**config.mk**
```make
export PLATFORM = sky130hd
export DESIGN_NAME = tans_bit_packer
export DESIGN_NICKNAME = d
export VERILOG_FILES = /design/src/rtl/tans_bit_packer.sv
export SDC_FILE = /design/constraint.sdc
export NUM_CORES = 1
export LEC_CHECK = 0
export ABC_AREA = 1
export CORE_ASPECT_RATIO = 0.5
export CORE_MARGIN = 3
export CORE_UTILIZATION = 35
export CTS_BUF_LIST = sky130_fd_sc_hd__clkbuf_4
export DETAILED_ROUTE_END_ITERATION = 12
export GPL_ROUTABILITY_DRIVEN = 0
export PLACE_DENSITY_LB_ADDON = 0.1
export SLEW_MARGIN = 20
export SYNTH_ARGS = -nofsm -noshare
export SYNTH_HDL_FRONTEND = slang
export SYNTH_SLANG_ARGS = --single-unit
```
**constraint.sdc**
```tcl
create_clock -name PHI -period 4.1 [get_ports PHI]
set_clock_uncertainty 0.1 [all_clocks]
set_input_delay 0.82 -clock PHI [delete_from_list [all_inputs] [get_ports PHI]]
set_output_delay 0.82 -clock PHI [all_outputs]
set_load 0.05 [all_outputs]
```
**src/rtl/tans_bit_packer.sv**
```systemverilog
`default_nettype none
// ============================================================================
// Module   : tans_bit_packer
// Purpose  : Packs 0..3-bit recoder symbols LSB-first into OUT_W-bit words,
//            appends the final tANS state at flush and zero-pads the tail.
// Revision : 1.0
// ============================================================================
module tans_bit_packer #(
    parameter int OUT_W   = 8,
    parameter int ACC_W   = 16,
    parameter int STATE_W = 4,
    parameter int BITS_W  = 12
) (
    input  logic               PHI,
    input  logic               RST_N,
    input  logic               I_F,
    input  logic               I_V,
    input  logic [1:0]         BTR,
    input  logic [2:0]         o_stream,
    input  logic               FLUSH,
    input  logic [STATE_W-1:0] final_state,
    input  logic               O_RDY,
    output logic               O_VLD,
    output logic [OUT_W-1:0]   O_WORD,
    output logic               O_LAST,
    output logic [BITS_W-1:0]  O_BITS,
    output logic               O_DONE,
    output logic               O_OVF
);

    localparam int ADD_W  = 3 + STATE_W;
    localparam int WIDE_W = ACC_W + ADD_W;
    localparam int CNT_W  = $clog2(ACC_W + 1);
    localparam int NADD_W = $clog2(ADD_W + 1);
    localparam int SUM_W  = $clog2(WIDE_W + 1);

    localparam logic [CNT_W-1:0] c_OUT_W_CNT = CNT_W'(OUT_W);
    localparam logic [CNT_W-1:0] c_ACC_W_CNT = CNT_W'(ACC_W);
    localparam logic [SUM_W-1:0] c_ACC_W_SUM = SUM_W'(ACC_W);

    typedef enum logic [1:0] {
        ST_RUN   = 2'd0,
        ST_DRAIN = 2'd1,
        ST_DONE  = 2'd2
    } state_t;

    state_t              state_q, state_d;
    logic [ACC_W-1:0]    acc_q,   acc_d;
    logic [CNT_W-1:0]    cnt_q,   cnt_d;
    logic [BITS_W-1:0]   bits_q,  bits_d;
    logic                ovf_q,   ovf_d;

    logic                w_vld;
    logic                w_last;
    logic                w_xfer;
    logic                w_take_in;
    logic                w_take_fs;
    logic [ACC_W-1:0]    w_base;
    logic [CNT_W-1:0]    w_bcnt;
    logic [2:0]          w_in_mask;
    logic [1:0]          w_nin;
    logic [ADD_W-1:0]    w_data;
    logic [NADD_W-1:0]   w_nadd;
    logic [WIDE_W-1:0]   w_wide;
    logic [SUM_W-1:0]    w_sum;
    logic                w_over;

    // Datapath: shift out a transferred word, then append this cycle's bits
    // at the surviving fill level.
    always_comb begin
        w_vld     = 1'b0;
        w_last    = 1'b0;
        case (state_q)
            ST_RUN:   w_vld = (cnt_q >= c_OUT_W_CNT);
            ST_DRAIN: begin
                w_vld  = (cnt_q != '0);
                w_last = (cnt_q <= c_OUT_W_CNT);
            end
            default:  w_vld = 1'b0;
        endcase
        w_xfer    = w_vld && O_RDY;
        w_base    = w_xfer ? (acc_q >> OUT_W) : acc_q;
        if (!w_xfer) begin
            w_bcnt = cnt_q;
        end else if (cnt_q > c_OUT_W_CNT) begin
            w_bcnt = cnt_q - c_OUT_W_CNT;
        end else begin
            w_bcnt = '0;
        end
        w_take_in = (state_q == ST_RUN) && I_V;
        w_take_fs = (state_q == ST_RUN) && FLUSH;
        w_in_mask = 3'((4'd1 << BTR) - 4'd1);
        w_nin     = w_take_in ? BTR : 2'd0;
        w_data    = ADD_W'(w_take_in ? (o_stream & w_in_mask) : 3'd0);
        if (w_take_fs) begin
            w_data = w_data | (ADD_W'(final_state) << w_nin);
        end
        w_nadd    = NADD_W'(w_nin) + (w_take_fs ? NADD_W'(STATE_W) : NADD_W'(0));
        w_wide    = {{ADD_W{1'b0}}, w_base} | (WIDE_W'(w_data) << w_bcnt);
        w_sum     = SUM_W'(w_bcnt) + SUM_W'(w_nadd);
        w_over    = (w_sum > c_ACC_W_SUM);
    end

    always_comb begin
        state_d = state_q;
        acc_d   = w_wide[ACC_W-1:0];
        cnt_d   = w_over ? c_ACC_W_CNT : CNT_W'(w_sum);
        bits_d  = bits_q + BITS_W'(w_nadd);
        ovf_d   = ovf_q | w_over;
        case (state_q)
            ST_RUN: begin
                if (FLUSH) begin
                    state_d = ST_DRAIN;
                end
            end
            ST_DRAIN: begin
                if (cnt_q == '0 || (w_xfer && w_last)) begin
                    acc_d   = '0;
                    cnt_d   = '0;
                    state_d = ST_DONE;
                end
            end
            ST_DONE: begin
                acc_d = '0;
                cnt_d = '0;
                if (I_F) begin
                    bits_d  = '0;
                    state_d = ST_RUN;
                end
            end
            default: begin
                acc_d   = '0;
                cnt_d   = '0;
                state_d = ST_RUN;
            end
        endcase
    end

    always_ff @(posedge PHI) begin
        if (!RST_N) begin
            state_q <= ST_RUN;
            acc_q   <= '0;
            cnt_q   <= '0;
            bits_q  <= '0;
            ovf_q   <= 1'b0;
        end else begin
            state_q <= state_d;
            acc_q   <= acc_d;
            cnt_q   <= cnt_d;
            bits_q  <= bits_d;
            ovf_q   <= ovf_d;
        end
    end

    assign O_VLD  = w_vld;
    assign O_LAST = w_last;
    assign O_WORD = acc_q[OUT_W-1:0];
    assign O_BITS = bits_q;
    assign O_DONE = (state_q == ST_DONE);
    assign O_OVF  = ovf_q;

endmodule
`default_nettype wire
```
==> out/qor.txt <==
reg2reg start - cnt_q[0]
row cnt - 20
WL/cell - 11.6 um
Routed WL - 5560 um
hold path cells - 2
area used by multi-input combinational logic - 1410 um2
clk buf depth - 2
Min-Delay Startpoint - O_OVF
Seq/Total Area, Yosys - 0.300
# port buffers - 38
H-tree levels - 2
fill count - 680
critical path type - in -> reg
RSZ-0062 raised after global routing - no
setup TNS - 0 ns
Setup-failing EPs final - 0
clk_lat worst skew - 0.35 ns
Period minus WS final - 3.03 ns
Post-Syn Area - 2400 um2
min-delay worst type - reg -> reg
Layout Utilization - 0.452
CP endpoint - O_BITS[10]
Synthesized Nets - 385
CTS tree - yes
Starting Density - 0.378
Reg area - 721 um2
die footprint - 7960 um2
Critical Path Source - I_V
GRT overflow - 0
Core ar. - 6360 um2
FF-to-FF path depth - 16
total number of vias - 2,266
final hold violation count - 0
Slew @ Worst Pin - 0.502 ns
Finished Cell Area - 2880 um2
TritonRoute pass-1 iters - 4
drt initial violations - 106
#FFs+latches synth - 36
reg2reg end - O_OVF
clock sinks - 36
die height - 64.6 um
first-pass GRT wire length - 9420 um
LEAKAGE - 1.28 nW
num ports - 39
PwrDens - 368 nW/um2
status - complete, no violations
post-DP HPWL - 4410 um
layout cell share with drive strength beyond 1 - 0.104
Post-CTS Resized - 0
Worst Setup Start Kind - primary input
setup repair bufs after CTS - 0
worst-case vdd ir drop - 0.141 mV
Req. time, crit path - 4.27 ns
# diodes - 0
PnR Total Power - 1.06 mW
Mapped Cells - 361
clock root cell - clkbuf_4
CTS buffer count - 5
Crit. End Element - flop
hold slack - 0.364 ns
Slew Viols, Final - 0
Cell variety after synth - 35
# hold bufs at CTS - 0
pin count of the biggest net entering global routing - 20
Final #Nets - 416
worst-path maximum fanout - 7
vias in the first global route - 2,181
Slew HR - 0.664
fin crit share - 0.738
DRC errors left - 0
Placement Cell Area - 2800 um2
Synth Area per Inst - 6.66 um2
FF-to-FF setup slack - 1.30 ns
vias per cell - 4.71
Ys Warns - 0
Clk pin slew, worst setup/hold paths - 0.11 ns
Arrival @ worst endpoint - 3.20 ns
Die X - 123 um
overall routing resource usage - 0.146
Synth-to-Final Area Change - 19.6%
Final ANT Viol Nets - 0
max-cap check violation count - 0
initial antenna violation count - 0
achievable clock frequency - 330 MHz
==> worst min path at each step <==
stage	end	slack (ns)
finish	O_OVF	0.36
global route	acc_q[8]	0.39
CTS	O_OVF	0.37
detailed placement	O_OVF	0.35
global placement	O_OVF	0.35
floorplan	acc_q[10]	0.35
==> cells by family after synthesis <==
| family | after synthesis | synth area share |
|---|---|---|
| AOI/OAI and AO/OA | 38 | 0.0916 |
| xor gates and xnor gates | 3 | 0.0141 |
| adders and majority gates | 9 | 0.0531 |
| buffers and inverters | 58 | 0.116 |
| DFF | 36 | 0.300 |
| and+or+nand+nor | 217 | 0.426 |
==> layer usage <==
| layer | routed length [um] | track usage | up-vias |
|---|---|---|---|
| met4 | 64 | 0.0359 | 0 |
| met2 | 2400 | 0.224 | 39 |
| li1 | - | - | 1217 |
| met3 | 220 | 0.0488 | 8 |
| met1 | 2880 | 0.197 | 1002 |
| met5 | 0 | 0 | - |
==> through the flow <==
step                worst slack, ns  instances
finish                         1.07        481
global route                  0.803        481
CTS                            1.05        481
detailed placement            0.694        473
global placement              0.811        473
floorplan                      1.48        361
==> power breakdown <==
part	leakage, nW	internal [mW]	switching [mW]
clock network	0.0456	0.135	0.125
registers	0.292	0.379	0.0212
logic	0.942	0.131	0.267
==> cell type report <==
| class | instances | share of cell area |
|---|---|---|
| repair buffers | 38 | 0.132 |
| flip-flops and latches | 36 | 0.251 |
| inverters | 44 | 0.0622 |
| well taps | 88 | 0.0383 |
| clock buffers | 6 | 0.0157 |
| clock inverters | 2 | 0.0122 |
| multi-input cells | 267 | 0.489 |
==> cells in the mapped netlist (all sizes together) <==
cell type	number	area [um2]
nor3b	4	30.0
o21a	1	7.51
nand2	123	528
ha	7	87.6
nor2	30	133
clkinv	2	21.3
a21oi	26	138
nand3	45	248
o21bai	1	7.51
o21ai	5	36.3
clkbuf	2	7.51
buf	12	91.3
a31oi	5	31.3
fa	2	40.0
nor3	7	35.0
nand4	7	43.8
and2	1	6.26
xor2	3	33.8
inv	42	158
dfxtp	36	721
==> worst max-delay path, cell delays in order <==
cell	delay (ns)
clkdlybuf4s50_1	0.58
nand3_2	0.19
inv_1	0.15
ha_1	0.19
fa_1	0.20
nand2_1	0.07
nand2_1	0.09
nand2_1	0.06
nor2_1	0.14
nand2_1	0.07
inv_1	0.07
nand2_1	0.05
inv_1	0.07
nand2_1	0.05
inv_1	0.08
nand3_1	0.09
nand2_1	0.07
nor3b_1	0.16
==> flip-flops by register name, summed over array words and instances, names as in the netlist <==
register / count
O_BITS: 12
O_OVF: 1
acc_q: 16
cnt_q: 5
state_q: 2
==> cell usage in the layout (no fill, tap or decap), types with 6 or more instances in the layout <==
| cell | instances |
|---|---|
| clkbuf_4 | 6 |
| inv_1 | 37 |
| clkdlybuf4s50_1 | 38 |
| dfxtp_1 | 36 |
| nand2_2 | 8 |
| ha_1 | 7 |
| nand3_1 | 42 |
| nand2_1 | 110 |
| a21oi_1 | 24 |
| nor3_1 | 7 |
| nand4_1 | 7 |
| nor2_1 | 24 |
Note: power is estimated with default switching activity, not from simulation.
